`config.mk`:
```
export PLATFORM = sky130hd
export DESIGN_NAME = spi_bus_arbiter
export DESIGN_NICKNAME = d
export VERILOG_FILES = /design/src/rtl/spi_bus_arbiter.sv
export SDC_FILE = /design/constraint.sdc
export NUM_CORES = 1
export LEC_CHECK = 0
export CORE_MARGIN = 5
export CORE_UTILIZATION = 25
export CTS_BUF_LIST = sky130_fd_sc_hd__clkbuf_2 sky130_fd_sc_hd__clkbuf_4 sky130_fd_sc_hd__clkbuf_8
export DETAILED_ROUTE_END_ITERATION = 10
export HOLD_SLACK_MARGIN = 0.15
export PLACE_DENSITY = 0.53
export SYNTH_ARGS = -nofsm -noshare
export SYNTH_HDL_FRONTEND = slang
export SYNTH_SLANG_ARGS = --single-unit
```
`constraint.sdc`:
```
create_clock -name i_Clk -period 4.8 [get_ports i_Clk]
set_clock_uncertainty 0.15 [all_clocks]
set_input_delay 0.96 -clock i_Clk [delete_from_list [all_inputs] [get_ports i_Clk]]
set_output_delay 0.96 -clock i_Clk [all_outputs]
set_load 0.02 [all_outputs]
```
`src/rtl/spi_bus_arbiter.sv`:
```
// Round-robin arbiter sharing one byte-level SPI master between the SSD1306
// display (CS, DC) and the keyboard scanner (CS2, MISO readback).
module spi_bus_arbiter #(
  parameter int unsigned CS_SETUP_CLKS = 2,
  parameter int unsigned CS_HOLD_CLKS  = 2,
  parameter int unsigned MAX_BURST     = 64
) (
  input  logic       i_Clk,
  input  logic       i_Reset,
  input  logic       i_Disp_Req,
  input  logic [7:0] i_Disp_Byte,
  input  logic       i_Disp_DC,
  input  logic       i_Disp_Last,
  output logic       o_Disp_Grant,
  output logic       o_Disp_Ack,
  input  logic       i_Kbd_Req,
  input  logic [7:0] i_Kbd_Byte,
  input  logic       i_Kbd_Last,
  output logic       o_Kbd_Grant,
  output logic       o_Kbd_Ack,
  output logic       o_Kbd_RX_DV,
  output logic [7:0] o_Kbd_RX_Byte,
  output logic [7:0] o_TX_Byte,
  output logic       o_TX_DV,
  input  logic       i_TX_Ready,
  input  logic       i_RX_DV,
  input  logic [7:0] i_RX_Byte,
  output logic       o_CS,
  output logic       o_CS2,
  output logic       o_DC
);

  localparam int unsigned BW   = $clog2(MAX_BURST + 1);
  localparam int unsigned CMAX = (CS_SETUP_CLKS > CS_HOLD_CLKS) ? CS_SETUP_CLKS : CS_HOLD_CLKS;
  localparam int unsigned CW   = (CMAX > 1) ? $clog2(CMAX) : 1;

  typedef enum logic [2:0] {
    S_IDLE,
    S_SETUP,
    S_SEND,
    S_WAIT,
    S_HOLD
  } state_t;

  state_t          state_q;
  logic            sel_kbd_q;
  logic            last_kbd_q;
  logic            last_q;
  logic [BW-1:0]   burst_q;
  logic [CW-1:0]   cnt_q;

  logic sel_req_c, other_req_c, pick_kbd_c;
  logic setup_done_c, hold_done_c, burst_full_c, issue_c;

  assign sel_req_c    = sel_kbd_q ? i_Kbd_Req : i_Disp_Req;
  assign other_req_c  = sel_kbd_q ? i_Disp_Req : i_Kbd_Req;
  // On a tie the requester that was not served last wins.
  assign pick_kbd_c   = i_Kbd_Req && (!i_Disp_Req || !last_kbd_q);
  assign setup_done_c = (cnt_q == CW'(CS_SETUP_CLKS - 1));
  assign hold_done_c  = (cnt_q == CW'(CS_HOLD_CLKS - 1));
  assign burst_full_c = (burst_q == BW'(MAX_BURST));
  // The last setup cycle doubles as the first send cycle so CS leads TX_DV by exactly CS_SETUP_CLKS.
  assign issue_c      = (state_q == S_SEND) || ((state_q == S_SETUP) && setup_done_c);

  always_ff @(posedge i_Clk or posedge i_Reset) begin
    if (i_Reset) begin
      state_q       <= S_IDLE;
      sel_kbd_q     <= 1'b0;
      last_kbd_q    <= 1'b1;
      last_q        <= 1'b0;
      burst_q       <= '0;
      cnt_q         <= '0;
      o_Disp_Grant  <= 1'b0;
      o_Disp_Ack    <= 1'b0;
      o_Kbd_Grant   <= 1'b0;
      o_Kbd_Ack     <= 1'b0;
      o_Kbd_RX_DV   <= 1'b0;
      o_Kbd_RX_Byte <= 8'h00;
      o_TX_Byte     <= 8'h00;
      o_TX_DV       <= 1'b0;
      o_CS          <= 1'b1;
      o_CS2         <= 1'b1;
      o_DC          <= 1'b0;
    end else begin
      o_TX_DV     <= 1'b0;
      o_Disp_Ack  <= 1'b0;
      o_Kbd_Ack   <= 1'b0;
      o_Kbd_RX_DV <= 1'b0;

      case (state_q)
        S_IDLE: begin
          if (i_Disp_Req || i_Kbd_Req) begin
            sel_kbd_q    <= pick_kbd_c;
            o_Disp_Grant <= !pick_kbd_c;
            o_Kbd_Grant  <= pick_kbd_c;
            o_CS         <= pick_kbd_c;
            o_CS2        <= !pick_kbd_c;
            cnt_q        <= '0;
            burst_q      <= '0;
            state_q      <= S_SETUP;
          end
        end
        S_SETUP: begin
          if (!setup_done_c) cnt_q <= cnt_q + CW'(1);
        end
        S_WAIT: begin
          if (i_RX_DV) begin
            if (sel_kbd_q) begin
              o_Kbd_RX_Byte <= i_RX_Byte;
              o_Kbd_RX_DV   <= 1'b1;
            end
            if (last_q || (burst_full_c && other_req_c)) begin
              cnt_q   <= '0;
              state_q <= S_HOLD;
            end else begin
              state_q <= S_SEND;
            end
          end
        end
        S_HOLD: begin
          if (hold_done_c) begin
            o_CS         <= 1'b1;
            o_CS2        <= 1'b1;
            o_Disp_Grant <= 1'b0;
            o_Kbd_Grant  <= 1'b0;
            last_kbd_q   <= sel_kbd_q;
            burst_q      <= '0;
            state_q      <= S_IDLE;
          end else begin
            cnt_q <= cnt_q + CW'(1);
          end
        end
        default: state_q <= S_IDLE;
      endcase

      // Byte issue, or release of an abandoned transaction.
      if (issue_c) begin
        if (!sel_req_c) begin
          cnt_q   <= '0;
          state_q <= S_HOLD;
        end else if (i_TX_Ready) begin
          o_TX_Byte  <= sel_kbd_q ? i_Kbd_Byte : i_Disp_Byte;
          if (!sel_kbd_q) o_DC <= i_Disp_DC;
          o_TX_DV    <= 1'b1;
          o_Disp_Ack <= !sel_kbd_q;
          o_Kbd_Ack  <= sel_kbd_q;
          last_q     <= sel_kbd_q ? i_Kbd_Last : i_Disp_Last;
          if (!burst_full_c) burst_q <= burst_q + BW'(1);
          state_q    <= S_WAIT;
        end else begin
          state_q <= S_SEND;
        end
      end
    end
  end

endmodule

```
==> qor.csv, run 1 <==
stage;metric;value;unit
setup_path;critical_path_class;primary input to flip-flop;
layout;area_growth;41.3;%
floorplan;initial_core_util;0.259;
grt;grt.total_usage;0.101;
timing;slew_viol_final;0;
timing;max_freq;0.311;GHz
floorplan;dieArea;9380;um2
clock_tree;clkSinkCount;39;
route;wl_per_cell;13.2;um
logic_synthesis;synth_top_area_cell;dfrtp_1;
layout;final_nets;270;
timing;tightest_slew;0.788;ns
route;routed_via_density;4.53;
clock_tree;postCtsHoldBufs;0;
logic_synthesis;yosys_warnings;0;
min_path;min-delay-start;o_Disp_Grant$_DFFE_PP0P_;
logic_synthesis;synth_top_family_by_area;simple AND/OR/NAND/NOR gates;
floorplan;io_pins;58;
logic_synthesis;synth-adder-area-share;0.0133;
clock_tree;clk_latency;0.29;ns
timing;finalSetupTns;0;ns
grt;grt_start_max_net_pins;40;
logic_synthesis;post-synth-top-count-cell;dfrtp_1;
power_and_ir_drop;total_power;1.52;mW
clock_tree;cts_tree;built;
route;vias;1517;
status;status;finished clean;
grt;grt_antenna_before_repair;0;
route;drt_iter0_drc;37;
min_path;min_to;o_Disp_Grant$_DFFE_PP0P_;
min_path;hold_class;flip-flop to flip-flop;
logic_synthesis;ys_types;36;
setup_path;path_max_fanout;12;
timing;relSlewSlack;0.475;
setup_path;reg2regPathDepth;5;
floorplan;core-area;7290;um2
logic_synthesis;synth-xor-area-share;0;
route;drc;0;
floorplan;die_y;96.8;um
setup_path;r2r_slack;1.97;ns
setup_path;r2r-start;sel_kbd_q$_DFFE_PP0P_;
route;wirelength;4440;um
grt;grt_pass1_wl;7810;um
clock_tree;numCtsBuffers;5;
route;dr.pass1.iters;4;
min_path;whs_path_depth;2;
logic_synthesis;syn-instance-count;179;
logic_synthesis;synth.top_cell.area_share;0.478;
timing;finalCritPeriodShare;0.669;
clock_tree;path_clk_slew;0.08;ns
setup_path;setup.worst_path.end_class;flip-flop;
placement;gp_congestion;0.773;
clock_tree;cts_resized;0;
setup_path;r2r_end;burst_q[3]$_DFF_PP0_;
logic_synthesis;ys_seq_elements;39;
logic_synthesis;async_flop_share;1.00;
setup_path;crit_arrival;3.24;ns
timing;fin_crit;3.21;ns
clock_tree;root_buffer;clkbuf_8;
setup_path;crit_required;4.83;ns
logic_synthesis;synth-edff-count;0;
logic_synthesis;synth_nets;214;
logic_synthesis;post_synth_instance_area;1890;um2
timing;setup_viol;0;
timing;hold_violations;0;
power_and_ir_drop;p_per_area;570;nW/um2
placement;portBuffers;57;
clock_tree;cts_buffer_depth;2;
logic_synthesis;avgSynthCellArea;10.5;um2
power_and_ir_drop;power_leakage;1.15;nW
logic_synthesis;synth_compound_area_frac;0.140;
floorplan;fp-row-count;31;
layout;n_antenna_cell;0;
timing;rsz0062_at_grt;no;
power_and_ir_drop;ir_drop;0.179;mV
logic_synthesis;synth_common_cells;dfrtp_1, a21oi_1, nor2_1;
flow_run;cap_violations;0;
clock_tree;post-cts-setup-buffer-count;0;
floorplan;fp.dieW;96.8;um
logic_synthesis;synthFlopType;dfrtp_1;
grt;grt_pass1_vias;1621;
layout;drive_gt1_frac;0.119;
clock_tree;htreeDepth;2;
logic_synthesis;yosysSeqAreaShare;0.520;
grt;grt-ovfl-total;0;
logic_synthesis;synth_mux_area_frac;0.125;
placement;post-dp-hpwl;3260;um
setup_path;cp-start-kind;primary input;
logic_synthesis;synthSimpleGateAreaFrac;0.165;
route;ant_nets;0;
logic_synthesis;synthTopCellsByArea;dfrtp_1, mux2_2, mux2i_1, a21oi_1, dfstp_2;
## worst max path at each step
stage / startpoint / endpoint / slack [ns] / cells after the start
final: i_Kbd_Req / burst_q[3]$_DFF_PP0_ / 1.59 / 6
after detailed placement: i_Kbd_Req / burst_q[3]$_DFF_PP0_ / 1.27 / 6
after global placement: i_Disp_Req / burst_q[3]$_DFF_PP0_ / 1.34 / 6
after floorplan: i_Kbd_Req / burst_q[3]$_DFF_PP0_ / 2.18 / 6
after CTS: i_Kbd_Req / burst_q[3]$_DFF_PP0_ / 1.59 / 6
after global routing: i_Disp_Req / burst_q[3]$_DFF_PP0_ / 1.38 / 6
## cells in the final DEF (no fill, tap or decap), types with 3 or more instances in the layout
master / netlist / final
a21oi_1: 16 / 16
and3_1: 4 / 4
clkbuf_8: 0 / 6
clkdlybuf4s50_1: 0 / 57
dfrtp_1: 36 / 36
dfstp_2: 3 / 3
inv_1: 6 / 6
mux2_2: 12 / 12
mux2i_1: 10 / 10
nand2_1: 11 / 11
nand2b_1: 5 / 5
nand3_1: 9 / 9
nor2_1: 16 / 16
nor3_1: 6 / 6
o21ai_0: 7 / 7
## power breakdown
part	internal, mW	switching, mW	leakage, nW	total [mW]
clock	0.168	0.119	0.0612	0.287
sequential	0.451	0.131	0.489	0.581
combinational	0.330	0.319	0.600	0.649
## worst max-delay path, stage by stage
cell	delay, ns
clkdlybuf4s50_1	0.63
mux2i_1	0.20
a2111oi_4	0.70
nand2b_2	0.22
and2_1	0.24
a211o_1	0.29
## kinds of logic after synthesis
logic type               after synthesis
buffers and inverters                 16
multiplexers                          22
AO/OA/AOI/OAI                         40
AND/OR/NAND/NOR                       60
adder cells (fa/ha/maj)                2
flip-flops                            39
## sequential cells by signal (all words and copies together) (netlist names), 3 cells and up
name and count:
o_Kbd_RX_Byte 8, o_TX_Byte 8, burst_q 7, state_q 3
## cell type report
| cell class | instances | area (um2) |
|---|---|---|
| clock buffer | 6 | 82.6 |
| sequential | 39 | 980 |
| inverter | 6 | 22.5 |
| multi-input combinational | 124 | 835 |
| timing repair buffer | 59 | 586 |
| clock inverter | 2 | 35.0 |
| fill | 759 | 4630 |
| tap | 99 | 124 |
## per-layer routing
layer	up-vias	global-route usage	routed length [um]
met5	-	0	0
met4	0	0.0378	44
met3	2	0.0345	221
met2	42	0.169	2190
met1	728	0.119	1980
li1	745	-	-
## per-stage QoR
step / area, um2 / worst slack, ns / hold WS (ns) / instances / utilization
2_1_floorplan: 1890 / 2.18 / 0.307 / 179 / -
3_3_place_gp: 2550 / 1.34 / 0.315 / 327 / 0.349
3_5_place_dp: 2550 / 1.27 / 0.325 / 327 / 0.349
4_1_cts: 2660 / 1.59 / 0.353 / 335 / 0.365
5_1_grt: 2660 / 1.38 / 0.376 / 335 / 0.365
6_report: 2660 / 1.59 / 0.353 / 335 / 0.365
Note: power is estimated with default switching activity, not from simulation.
==> run 2: changes to the inputs <==
PLACE_DENSITY = 0.55   (was 0.53)
clock period = 2.69 ns   (was 4.8 ns; I/O delays follow)
==> qor.csv, run 2 (synthesis gave the netlist of run 1 again) <==
stage;metric;value;unit;change
floorplan;initial_core_util;0.259;;unchanged
power_and_ir_drop;p_per_area;984;nW/um2;+73%
min_path;whs_path_depth;2;;unchanged
route;wirelength;4460;um;+0.38%
timing;finalCritPeriodShare;0.832;;
grt;grt.total_usage;0.100;;-0.000346
timing;max_freq;0.447;GHz;
timing;tightest_slew;0.513;ns;-0.275 ns
floorplan;io_pins;58;;unchanged
grt;grt_pass1_vias;1558;;-3.9%
setup_path;path_max_fanout;8;;-4
grt;grt_pass1_wl;7780;um;-0.35%
route;dr.pass1.iters;4;;unchanged
timing;finalSetupTns;0;ns;unchanged
status;status;finished clean;;
timing;hold_violations;0;;unchanged
route;drt_iter0_drc;22;;-41%
route;wl_per_cell;13.1;um;-1.1%
clock_tree;numCtsBuffers;5;;unchanged
layout;drive_gt1_frac;0.137;;+0.0183
flow_run;cap_violations;0;;unchanged
grt;grt_start_max_net_pins;40;;unchanged
clock_tree;cts_buffer_depth;2;;unchanged
setup_path;setup.worst_path.end_class;flip-flop;;
route;vias;1507;;-0.66%
placement;post-dp-hpwl;3280;um;+0.52%
placement;place_area;2580;um2;+1.5%
layout;largest_registers;o_Kbd_RX_Byte: 8 flops, o_TX_Byte: 8 flops, burst_q: 7 flops;;
clock_tree;postCtsHoldBufs;0;;unchanged
layout;final_nets;275;;+1.9%
clock_tree;root_buffer;clkbuf_8;;
min_path;hold_class;flip-flop to flip-flop;;
timing;relSlewSlack;0.658;;+0.183
route;ant_nets;0;;unchanged
timing;rsz0062_at_grt;no;;
layout;final_cell_mix;clkdlybuf4s50_1, dfrtp_1, nor2_1, a21oi_1, mux2_2;;
floorplan;fp.dieW;96.8;um;unchanged
clock_tree;cts_tree;built;;
power_and_ir_drop;total_power;2.63;mW;+73%
floorplan;core-area;7290;um2;unchanged
floorplan;dieArea;9380;um2;unchanged
layout;multi_input_area;835;um2;unchanged
placement;numPlacedInstances;332;;+1.5%
floorplan;die_y;96.8;um;unchanged
setup_path;crit_required;2.71;ns;-2.12 ns
layout;final_cells;340;;+1.5%
grt;grt-ovfl-total;0;;unchanged
timing;slew_viol_final;0;;unchanged
floorplan;fp-row-count;31;;unchanged
setup_path;r2r_end;burst_q[3]$_DFF_PP0_;;
setup_path;r2r-start;state_q[0]$_DFFE_PP0P_;;
placement;portBuffers;57;;unchanged
clock_tree;clkSinkCount;39;;unchanged
setup_path;cp-start-kind;primary input;;
timing;setup_viol;0;;unchanged
setup_path;r2r_slack;0.48;ns;-1.49 ns
power_and_ir_drop;power_leakage;1.16;nW;+1.1%
min_path;min_to;o_Disp_Grant$_DFFE_PP0P_;;
route;routed_via_density;4.43;;-2.1%
timing;fin_crit;2.24;ns;
setup_path;critical_path_class;primary input to flip-flop;;
clock_tree;cts_resized;0;;unchanged
layout;final.fill_count;771;;+1.6%
setup_path;crit_arrival;2.26;ns;-0.98 ns
power_and_ir_drop;ir_drop;0.358;mV;+100%
layout;final_cell_area;2670;um2;+0.33%
placement;gp_congestion;0.817;;+5.7%
clock_tree;path_clk_slew;0.07;ns;about the same
clock_tree;clk_latency;0.29;ns;about the same
layout;regArea;980;um2;unchanged
setup_path;reg2regPathDepth;5;;unchanged
grt;grt_antenna_before_repair;0;;unchanged
layout;area_growth;41.7;%;
layout;mostFrequentLayoutCell;clkdlybuf4s50_1;;
min_path;min-delay-start;o_Disp_Grant$_DFFE_PP0P_;;
route;drc;0;;unchanged
clock_tree;htreeDepth;2;;unchanged
layout;n_antenna_cell;0;;unchanged
clock_tree;post-cts-setup-buffer-count;0;;unchanged
==> run 2: changes by cell type in the layout (fill, tap and decap cells not counted), sizes merged <==
cell	change
buf	+5
clkbuf	+1
bufinv	-1
==> run 2: where the power goes <==
part	switching (mW)	internal (mW)	leakage [nW]
Combinational	0.627	0.613	0.625
Clock	0.201	0.202	0.0491
Sequential	0.182	0.805	0.489
==> run 2: how the worst max path moves through the flow <==
| stage | startpoint | end | slack [ns] | cells past startpoint |
|---|---|---|---|---|
| after floorplan | i_Kbd_Req | burst_q[3]$_DFF_PP0_ | 0.49 | 6 |
| after CTS | i_Kbd_Req | burst_q[3]$_DFF_PP0_ | 0.42 | 6 |
| after global placement | i_Kbd_Req | burst_q[4]$_DFF_PP0_ | 0.15 | 6 |
| after global routing | state_q[0]$_DFFE_PP0P_ | burst_q[4]$_DFF_PP0_ | 0.35 | 5 |
| final | i_Kbd_Req | burst_q[3]$_DFF_PP0_ | 0.45 | 6 |
| after detailed placement | i_Kbd_Req | burst_q[3]$_DFF_PP0_ | 0.12 | 6 |
==> run 2: critical path: stages <==
cell and delay, ns:
clkdlybuf4s50_1 0.47, mux2i_1 0.13, a2111oi_4 0.44, nand2b_2 0.17, and2_1 0.22, a211o_1 0.29
==> run 2: metrics by stage <==
step                hold slack, ns   util  worst slack, ns
CTS                          0.345  0.367            0.423
detailed placement           0.323  0.354            0.116
finish                       0.338  0.367            0.452
global placement             0.317  0.354            0.146
floorplan                    0.307      -            0.492
global route                 0.355  0.367            0.355
==> run 2: per-layer routing <==
| metal | GRT usage | vias to the layer above | share of wire |
|---|---|---|---|
| met4 | 0.0292 | 0 | 0.0081 |
| li1 | - | 754 | - |
| met1 | 0.125 | 705 | 0.47 |
| met2 | 0.161 | 45 | 0.46 |
| met5 | 0 | - | 0 |
| met3 | 0.0381 | 3 | 0.059 |
==> run 2: final cells by class <==
cell class / count / share of cell area
Timing Repair Buffer: 64 / 0.233
Tap cell: 99 / 0.0463
Sequential cell: 39 / 0.367
Clock inverter: 1 / 0.00187
Multi-Input combinational cell: 124 / 0.312
Inverter: 6 / 0.00843
Clock buffer: 7 / 0.0314
==> run 3: changes to the inputs <==
clock period = 1.8 ns   (was 2.69 ns; I/O delays follow)
==> qor.csv, run 3 (synthesis gave the netlist of run 1 again) <==
stage;metric;value;unit;change
layout;area_growth;54.8;%;
grt;grt_pass1_vias;1644;;+5.5%
route;wl_per_cell;12.7;um;-3.4%
setup_path;crit_arrival;1.86;ns;-0.40 ns
min_path;hold_class;primary input to async pin;;
setup_path;critical_path_class;flip-flop to flip-flop;;
layout;final.fill_count;716;;-7.1%
route;drt_iter0_drc;63;;+190%
floorplan;fp.dieW;96.8;um;unchanged
timing;fin_crit;1.83;ns;
timing;max_freq;0.546;GHz;
route;routed_via_density;4.45;;+0.39%
route;ant_nets;0;;unchanged
layout;largest_registers;o_Kbd_RX_Byte: 8 flops, o_TX_Byte: 8 flops, burst_q: 7 flops;;
timing;finalCritPeriodShare;1.02;;
clock_tree;root_buffer;clkbuf_8;;
clock_tree;htreeDepth;2;;unchanged
flow_run;cap_violations;0;;unchanged
grt;grt_start_max_net_pins;33;;-18%
route;wirelength;4530;um;+1.8%
setup_path;path_buf_inv;0;;-1
floorplan;fp-row-count;31;;unchanged
setup_path;critPathTopFamily;compound AO/OA/AOI/OAI gates;;
floorplan;dieArea;9380;um2;unchanged
power_and_ir_drop;total_power;4.14;mW;+58%
clock_tree;cts_buffer_depth;2;;unchanged
timing;whs;0.264;ns;-0.0740 ns
route;vias;1593;;+5.7%
setup_path;setup.worst_path.end_class;flip-flop;;
timing;finalSetupTns;-0.0535;ns;-0.0535 ns
setup_path;cpMaxStageDelayCell;a2111oi_4;;
status;violations;negative setup slack;;
floorplan;core-area;7290;um2;unchanged
grt;grt.total_usage;0.0969;;-0.00345
timing;tightest_slew;0.412;ns;-0.101 ns
placement;numPlacedInstances;348;;+4.8%
grt;grt_pass1_wl;7610;um;-2.2%
timing;slew_viol_final;0;;unchanged
layout;final_nets;293;;+6.5%
clock_tree;numCtsBuffers;5;;unchanged
layout;final_util;0.400;;+0.0338
timing;setup_viol;4;;+4
setup_path;path_cells;nand2b_4 > a2111oi_4 > nor2b_4 > mux2_4;;
timing;hold_violations;0;;unchanged
placement;post-dp-hpwl;3420;um;+4.4%
placement;place_area;2750;um2;+6.2%
timing;rsz0062_at_grt;yes;;
power_and_ir_drop;p_per_area;1420;nW/um2;+44%
layout;final_cell_area;2920;um2;+9.2%
power_and_ir_drop;power_leakage;1.37;nW;+18%
layout;n_antenna_cell;0;;unchanged
route;drc;0;;unchanged
clock_tree;cts_tree;built;;
grt;grt-ovfl-total;0;;unchanged
layout;mostFrequentLayoutCell;clkdlybuf4s50_1;;
timing;setup_ws;-0.0314;ns;-0.483 ns
layout;final_cells;358;;+5.3%
placement;dp_worst_setup_slack;-0.436;ns;-0.551 ns
placement;gp_congestion;0.791;;-3.1%
setup_path;path_max_fanout;4;;-4
floorplan;initial_core_util;0.259;;unchanged
floorplan;die_y;96.8;um;unchanged
grt;grt_antenna_before_repair;0;;unchanged
clock_tree;clk_latency;0.29;ns;about the same
clock_tree;path_clk_slew;0.08;ns;about the same
layout;final_cell_mix;clkdlybuf4s50_1, dfrtp_1, buf_4;;
placement;portBuffers;57;;unchanged
power_and_ir_drop;ir_drop;0.651;mV;+82%
setup_path;cp-start-kind;flip-flop;;
timing;relSlewSlack;0.723;;+0.0655
clock_tree;clkSinkCount;39;;unchanged
floorplan;io_pins;58;;unchanged
setup_path;slowest_delay;0.45;ns;-0.02 ns
layout;drive_gt1_frac;0.239;;+0.102
route;dr.pass1.iters;4;;unchanged
setup_path;crit_required;1.83;ns;-0.88 ns
status;status;complete, but fails checks;;
-- run 3: per-layer routing --
metal	track usage	part of all wire	vias to the layer above
li1	-	-	792
met1	0.121	0.48	741
met2	0.151	0.44	54
met3	0.0439	0.072	6
met4	0.0259	0.0073	0
met5	0	0	-
-- run 3: worst paths after layout --
check,slack (ns),from,endpoint,depth (start not counted)
max in group asynchronous,0.97,i_Reset,last_kbd_q$_DFFE_PP1P_,3
hold reg to reg,0.33,o_Disp_Grant$_DFFE_PP0P_,o_Disp_Grant$_DFFE_PP0P_,2
setup reg to reg,-0.03,state_q[0]$_DFFE_PP0P_,o_DC$_DFFE_PP0P_,4
hold / removal,0.26,i_Reset,o_Kbd_RX_DV$_DFF_PP0_,3
setup / recovery,-0.03,state_q[0]$_DFFE_PP0P_,o_DC$_DFFE_PP0P_,4
min in group i_Clk,0.33,o_Disp_Grant$_DFFE_PP0P_,o_Disp_Grant$_DFFE_PP0P_,2
-- run 3: layout make-up --
type | instances | area (um2) | area share
clock buffer | 6 | 76.3 | 0.0261
clock inverter | 2 | 12.5 | 0.00429
inverter | 6 | 22.5 | 0.00772
multi-input combinational | 124 | 892 | 0.306
sequential | 39 | 980 | 0.336
tap | 99 | 124 | 0.0424
timing repair buffer | 82 | 812 | 0.278
-- run 3: worst register-to-register path: cells and delay by family, from the launching register on --
family | cells | cell delay, ns
AND/OR/NAND/NOR | 2 | 0.41
flip-flops | 1 | 0.42
AO/OA/AOI/OAI | 1 | 0.45
multiplexers | 1 | 0.30
-- run 3: what timing repair did --
item / 4_1_cts / 5_1_grt
gates resized for setup: 10 / 17
setup endpoints to repair: 10 / 32
setup buffers: 2 / 1
hold buffers: 0 / 0
pin swaps: 2 / 4
-- run 3: power breakdown --
group          internal, mW  switching (mW)  leakage [nW]  total (mW)
clock                 0.286           0.313        0.0446       0.599
sequential             1.20           0.207         0.489        1.41
combinational          1.07            1.06         0.834        2.13
